$ cat src/rtl/tick_timeout_pkg.sv
// Shared types and defaults for the prescaled-tick timeout counter and its
// consumers in the AXI monitor.
package tick_timeout_pkg;

  typedef enum logic [1:0] {
    IDLE,
    COUNT,
    EXPIRED
  } tto_state_e;

  localparam int unsigned TtoDefaultCntWidth = 8;

endpackage

$ cat src/rtl/toggle_edge_detect.sv
// Two-flop edge detector that turns the prescaler's toggling level into a
// one-cycle tick. The tick is decoded from flops only.
module toggle_edge_detect #(
  parameter bit RisingOnly = 1'b0
) (
  input  logic clk_i,
  input  logic rst_i,
  input  logic level_i,
  output logic tick_o
);

  logic p_q;
  logic p_qq;

  always_ff @(posedge clk_i or posedge rst_i) begin
    if (rst_i) begin
      p_q  <= 1'b0;
      p_qq <= 1'b0;
    end else begin
      // NOTE: non-blocking assignments make p_qq take the old p_q, forming a
      // true two-stage shift; blocking here would collapse it into one stage.
      p_q  <= level_i;
      p_qq <= p_q;
    end
  end

  assign tick_o = RisingOnly ? (p_q & ~p_qq) : (p_q ^ p_qq);

endmodule

$ cat src/rtl/tick_timeout_counter.sv
// Counts prescaled ticks down from a loaded budget and raises a sticky
// timeout when the budget is exhausted. One instance guards one transaction.
module tick_timeout_counter
  import tick_timeout_pkg::*;
#(
  parameter int unsigned CntWidth   = TtoDefaultCntWidth,
  parameter bit          RisingOnly = 1'b0
) (
  input  logic                clk_i,
  input  logic                rst_i,
  input  logic                prescaled_i,
  input  logic                start_i,
  input  logic [CntWidth-1:0] budget_i,
  input  logic                stop_i,
  input  logic                clear_i,
  output logic                tick_o,
  output logic                busy_o,
  output logic                timeout_o,
  output logic [CntWidth-1:0] remaining_o
);

  tto_state_e          state_q;
  logic [CntWidth-1:0] remaining_q;
  logic                tick;

  toggle_edge_detect #(
    .RisingOnly(RisingOnly)
  ) u_edge (
    .clk_i  (clk_i),
    .rst_i  (rst_i),
    .level_i(prescaled_i),
    .tick_o (tick)
  );

  // A tick coinciding with stop or start is dropped by the priority order.
  always_ff @(posedge clk_i or posedge rst_i) begin
    if (rst_i) begin
      state_q     <= IDLE;
      remaining_q <= '0;
    end else begin
      unique case (state_q)
        IDLE: begin
          if (start_i) begin
            remaining_q <= budget_i;
            state_q     <= (budget_i == '0) ? EXPIRED : COUNT;
          end
        end
        COUNT: begin
          if (stop_i) begin
            state_q <= IDLE;
          end else if (start_i) begin
            remaining_q <= budget_i;
            state_q     <= (budget_i == '0) ? EXPIRED : COUNT;
          end else if (tick) begin
            // The 1->0 step leaves COUNT, so the decrement can never wrap.
            if (remaining_q <= CntWidth'(1)) begin
              remaining_q <= '0;
              state_q     <= EXPIRED;
            end else begin
              remaining_q <= remaining_q - CntWidth'(1);
            end
          end
        end
        EXPIRED: begin
          if (clear_i) begin
            state_q <= IDLE;
          end
        end
        default: state_q <= IDLE;
      endcase
    end
  end

  assign tick_o      = tick;
  assign busy_o      = (state_q == COUNT);
  assign timeout_o   = (state_q == EXPIRED);
  assign remaining_o = remaining_q;

endmodule

$ cat config.mk
export PLATFORM = sky130hd
export DESIGN_NAME = tick_timeout_counter
export DESIGN_NICKNAME = d
export VERILOG_FILES = /design/src/rtl/tick_timeout_pkg.sv /design/src/rtl/toggle_edge_detect.sv /design/src/rtl/tick_timeout_counter.sv
export SDC_FILE = /design/constraint.sdc
export NUM_CORES = 1
export LEC_CHECK = 0
export CAP_MARGIN = 0
export CORE_MARGIN = 1.5
export CORE_UTILIZATION = 35
export CTS_CLUSTER_SIZE = 8
export DETAILED_ROUTE_END_ITERATION = 7
export GPL_TIMING_DRIVEN = 0
export HOLD_SLACK_MARGIN = 0.02
export PLACE_DENSITY = 0.72
export SLEW_MARGIN = 5
export SYNTH_ARGS = -nofsm -noshare
export SYNTH_HDL_FRONTEND = slang
export SYNTH_SLANG_ARGS = --single-unit
$ cat constraint.sdc
create_clock -name clk_i -period 2 [get_ports clk_i]
set_input_delay 0.3 -clock clk_i [delete_from_list [all_inputs] [get_ports clk_i]]
set_output_delay 0.3 -clock clk_i [all_outputs]
set_load 0.02 [all_outputs]
==> results of run 1 <==
## report_power, final
part	internal, mW	switching (mW)
clock network	0.0697	0.0825
registers	0.297	0.0708
logic	0.232	0.280
## per-stage QoR
| step | utilization (%) | setup WS [ns] | hold WS, ns |
|---|---|---|---|
| global route | 50.6 | 0.00342 | 0.369 |
| CTS | 50.2 | 0.0687 | 0.349 |
| global placement | 49.1 | -0.0576 | 0.380 |
| finish | 50.6 | 0.0728 | 0.332 |
| floorplan | - | 0.147 | 0.165 |
| detailed placement | 49.1 | -0.0693 | 0.392 |
## logic make-up (layout without fill, tap and decap cells)
family	after synthesis	in the layout	share of synthesized area [%]
buf+inv	15	42	8.23
fa+ha+maj	2	2	3.16
simple gates	27	27	20.1
compound gates	31	31	29.4
flops	12	12	38.0
xor+xnor	1	1	1.11
## critical path, delay by kind of cell (launching register included)
kind | cells | cell delay [ns]
simple gates | 2 | 0.68
compound gates | 2 | 0.34
buf+inv | 1 | 0.12
fa+ha+maj | 1 | 0.22
flops | 1 | 0.45
## area by class of cell
class / instances / area (µm²) / share of cell area [%]
tap: 28 / 35.0 / 3.19
clock buffer: 3 / 22.5 / 2.05
multi-input combinational: 61 / 434 / 39.6
timing repair buffer: 24 / 240 / 21.9
inverter: 11 / 41.3 / 3.76
buffer: 4 / 23.8 / 2.17
sequential: 12 / 300 / 27.4
## state kept, by name (all words and copies together) (netlist names)
register and cells:
state_q 2, u_edge.p_q 1, u_edge.p_qq 1, remaining_o 8
## per-layer routing
layer | share of wire [%] | GRT usage, % | vias to the layer above
met5 | 0 | 0 | -
met4 | 1.4 | 8.11 | 0
met3 | 5.4 | 2.08 | 4
met2 | 48 | 26.1 | 33
met1 | 45 | 22.6 | 378
li1 | - | - | 386
## path summary, 6_finish.rpt
| check | end | slack, ns | cells past startpoint |
|---|---|---|---|
| setup / recovery | remaining_o[6] | 0.07 | 6 |
| hold / removal | remaining_o[1] | 0.33 | 2 |
| setup reg to reg | remaining_o[6] | 0.07 | 6 |
| hold reg to reg | u_edge.p_qq | 0.40 | 0 |
| max in group asynchronous | state_q[1] | 1.34 | 2 |
| min in group clk_i | u_edge.p_qq | 0.40 | 0 |
## cells in the mapped netlist, types with 2 or more instances
cell type and number:
a211oi_1 4, a22oi_1 3, a31oi_1 2, a32oi_1 2
clkbuf_1 2, dfrtp_1 12, ha_1 2, inv_1 11
nand2_1 5, nand2b_1 3, nor3_1 6, nor4_1 3
o21ai_0 5, o22ai_1 5, o31a_1 2
## what timing repair did
item,CTS,global route
resized for setup,0,2
setup buffers,0,0
hold endpoints to repair,0,0
setup endpoints to repair,0,3
hold buffers,0,0
## layout by cell type, fill, tap and decap left out, drive strengths merged, types with 2 or more instances in the layout
cell type and count:
o31a 2, a211oi 4, nor3 6, o21ai 5, buf 2, ha 2
nand2 5, a22oi 3, clkbuf 5, a32oi 2, clkdlybuf4s50 24, a21oi 2
inv 11, nand2b 3, nor4 3, o22ai 5, dfrtp 12, a31oi 3
==> metrics.txt, run 1 <==
outcome finished clean; Ys Warns 0; initial antenna violation count 0; CP Max Fanout 6; share of the synthesized area in the top cell type a little under two fifths; Final setup viols 0; # clock sinks 12; Non-Filler Instances between 100 and 150; Max Cap Viol 0; CTS tree yes; Final min period about 1.9 ns; Final Hold Fails 0; I/O Buffers 24; Fillers approximately 230; vias in the first global route 719; CP peak stage delay approximately 0.50 ns; Post-synth EDFFs 0; Worst VDD drop between 400 and 500 µV; Max Fclk 0.519 GHz; worst-path cell chain inv_1 > ha_2 > or4b_1 > nand2b_1 > a211oi_1 > o22ai_1; placed cell count 140; post-layout power slightly above 1 mW; clock buffer count from CTS 3; worst-skew pair later-pin latency approximately 0.28 ns; final WL 1970 µm; share of the yosys chip area belonging to registers a little under two fifths; final estimated routing congestion in global placement 0.805; nets@finish roughly 130; CP Capture Type flop; RSZ-0062 raised after global routing no; core box area around 0.0022 mm²; die height roughly 50 µm; Syn-to-layout area delta 38.8%; crit start category flop; Synth area leaders dfrtp_1, inv_1, o22ai_1, nor3_1, a211oi_1; Detailed Routing Iterations Pass 1 4; Max-slew headroom about 56%; WP data required 2.15 ns; GRT overflow 0; Synth Flop Type dfrtp_1; first-pass GRT wire length roughly 3200 µm; drt first-iter violations 20; Clock Tree Buf Depth 2; CP max-delay cell or4b_1; I/O Pins 25; Die Footprint about 0.0026 mm²; Post-Syn Nets approximately 100; worst clock skew 0.00689 ns; Rows 17; pin count of the biggest net entering global routing 13; H-Tree Level Count 1; Syn Inst Count 88; Antenna diodes 0; #FFs+latches synth 12; share of layout cells above drive strength 1 10.4%; Crit Path Class flop to flop; Clock transition at path regs around 0.08 ns; design area around 0.0011 mm²; Final Cycle Share between 90% and 100%; HPWL Detailed between 1000 and 1500 µm; Mapped Area about 790 µm²; Starting Density between 30% and 40%; WP data arrival 2.08 ns; P per Cell Area approximately 940 mW/mm²; setup TNS 0 ns; Vias about 800; Worst-Margin Slew between 0.6 and 0.7 ns; Routed Antenna Nets 0; Placed Area approximately 0.0011 mm²; routed length per instance approximately 14 µm; worst flop-to-flop path startpoint remaining_o[0]; synth unique cells 36; asr flop ratio synth 100%; Avg Cell Area, Syn 8.99 µm²; Root Buffer clkbuf_4; die width 50.5 µm; DRC violations left 0; Worst Setup SP remaining_o[0]; leak pwr roughly 0.44 nW; total track usage between 10% and 20%; Via density 5.60; final slew viol count 0; worst hold-check path type primary input to async pin; post-synth top area cell dfrtp_1
(Power assumes the default switching activity.)
==> run 2: changes to the inputs <==
HOLD_SLACK_MARGIN = 0.15   (was 0.02)
==> results of run 2 <==
The final DEF is identical to that of run 1; final timing and power are the same.
==> run 3: changes to the inputs <==
CORE_MARGIN = 2   (was 1.5)
==> metrics.txt, run 3 (synthesis results as in run 1) <==
outcome finished clean; setup TNS 0 ns; Vias ~790; Placed Area ~0.0011 mm²; CTS tree yes; crit start category flop; CP top delay family simple AND/OR/NAND/NOR gates; met1 WL roughly 910 µm; Clock Tree Buf Depth 2; Non-Filler Instances 143; Gate power share 49.6%; CP Max Fanout 6; post-layout power roughly 1.0 mW; final setup margin 0.117 ns; Clock transition at path regs approximately 0.080 ns; Worst VDD drop roughly 490 µV; worst hold-check path type primary input to async pin; worst-path cell chain inv_1 > ha_2 > or4b_1 > nand2b_1 > a211oi_1 > o22ai_1; Max-slew headroom a little over half; first-pass GRT wire length approximately 3400 µm; worst clock skew about 0.00065 ns; most common cell after layout, fill and taps aside clkdlybuf4s50_1; Routed Antenna Nets 0; max FFs per register 8; I/O Pins 25; design area 0.00109 mm²; Reg power frac between 30% and 40%; Antenna diodes 0; WP data arrival between 2 and 2.5 ns; Final Hold Fails 0; initial antenna violation count 0; Syn-to-layout area delta 38.1%; die width between 50 and 60 µm; drt first-iter violations 14; CP Capture Type flop; Max Fclk approximately 0.53 GHz; commonest cells after routing, fill and taps aside clkdlybuf4s50_1, inv_1, dfrtp_1; share of layout cells above drive strength 1 10.4%; pin count of the biggest net entering global routing 13; routed wl met3 79 µm; Via density 5.53; RSZ-0062 raised after global routing no; Detailed Routing Iterations Pass 1 4; placed cell count 140; Hold WS between 0.3 and 0.4 ns; final slew viol count 0; HPWL Detailed ~1500 µm; CP bufs+invs 1; CP peak stage delay 0.50 ns; core box area 0.00217 mm²; Final Cycle Share a little over nine tenths; GRT overflow 0; clock buffer count from CTS 3; P_int around 0.6 mW; Net Sw Frac between 40% and 50%; WP data required around 2.2 ns; leak pwr between 0.4 and 0.5 nW; final estimated routing congestion in global placement approximately 0.83; I/O Buffers 24; CP max-delay cell or4b_1; Final setup viols 0; Crit Path Class flop to flop; Layout Utilization roughly 50%; Root Buffer clkbuf_4; Max Cap Viol 0; vias in the first global route roughly 800; routed length per instance between 10 and 15 µm; Met2 Routed Length approximately 1000 µm; Die Footprint roughly 0.0027 mm²; pre-CTS setup slack -0.0812 ns; Rows 17; hold buffers post-CTS 0; nets@finish between 100 and 150; die height slightly above 50 µm; H-Tree Level Count 1; Final min period ~1.9 ns; DRC violations left 0; final WL between 2000 and 2500 µm; P per Cell Area between 900 and 1000 mW/mm²; net switching power about 0.43 mW; power share of the clock group 14.8%; # clock sinks 12; Top Metal Used met4; total track usage 17.1%; worst-skew pair later-pin latency 0.27 ns; Worst-Margin Slew between 0.6 and 0.7 ns; Starting Density between 30% and 40%
==> run 3: cell counts in the layout (fill, tap and decap cells not counted) <==
Identical to the previous run, type by type.
==> run 3: power groups by stage <==
stage	clock network (mW)	registers, mW	logic (mW)
after global routing	0.166	0.381	0.559
after CTS	0.157	0.367	0.509
after floorplan	0	0.416	0.254
final	0.153	0.368	0.513
after global placement	0	0.369	0.498
after detailed placement	0	0.372	0.506
==> run 3: worst paths after layout <==
kind | slack (ns) | endpoint | cells past startpoint | start
min | 0.33 | u_edge.p_qq | 2 | rst_i
max | 0.12 | remaining_o[6] | 6 | remaining_o[0]
max reg2reg | 0.12 | remaining_o[6] | 6 | remaining_o[0]
max in group asynchronous | 1.33 | remaining_o[0] | 2 | rst_i
min in group clk_i | 0.40 | u_edge.p_qq | 0 | u_edge.p_q
min reg2reg | 0.40 | u_edge.p_qq | 0 | u_edge.p_q
==> run 3: cell type report <==
| class | instances | area, µm² |
|---|---|---|
| fill | 212 | 1080 |
| timing repair buffer | 24 | 240 |
| tap | 28 | 35.0 |
| inverter | 11 | 41.3 |
| sequential | 12 | 302 |
| multi-input combinational | 61 | 428 |
| buffer | 4 | 23.8 |
| clock buffer | 3 | 22.5 |
==> run 3: what timing repair did <==
| action | CTS | global route |
|---|---|---|
| setup buffers | 0 | 0 |
| endpoints found under the setup margin | 0 | 3 |
| resized for setup | 0 | 2 |
==> run 3: metal layers <==
metal / track usage [%] / vias to the layer above
li1: - / 391
met1: 21.6 / 373
met2: 27.8 / 23
met3: 2.01 / 4
met4: 10.5 / 0
met5: 0 / -
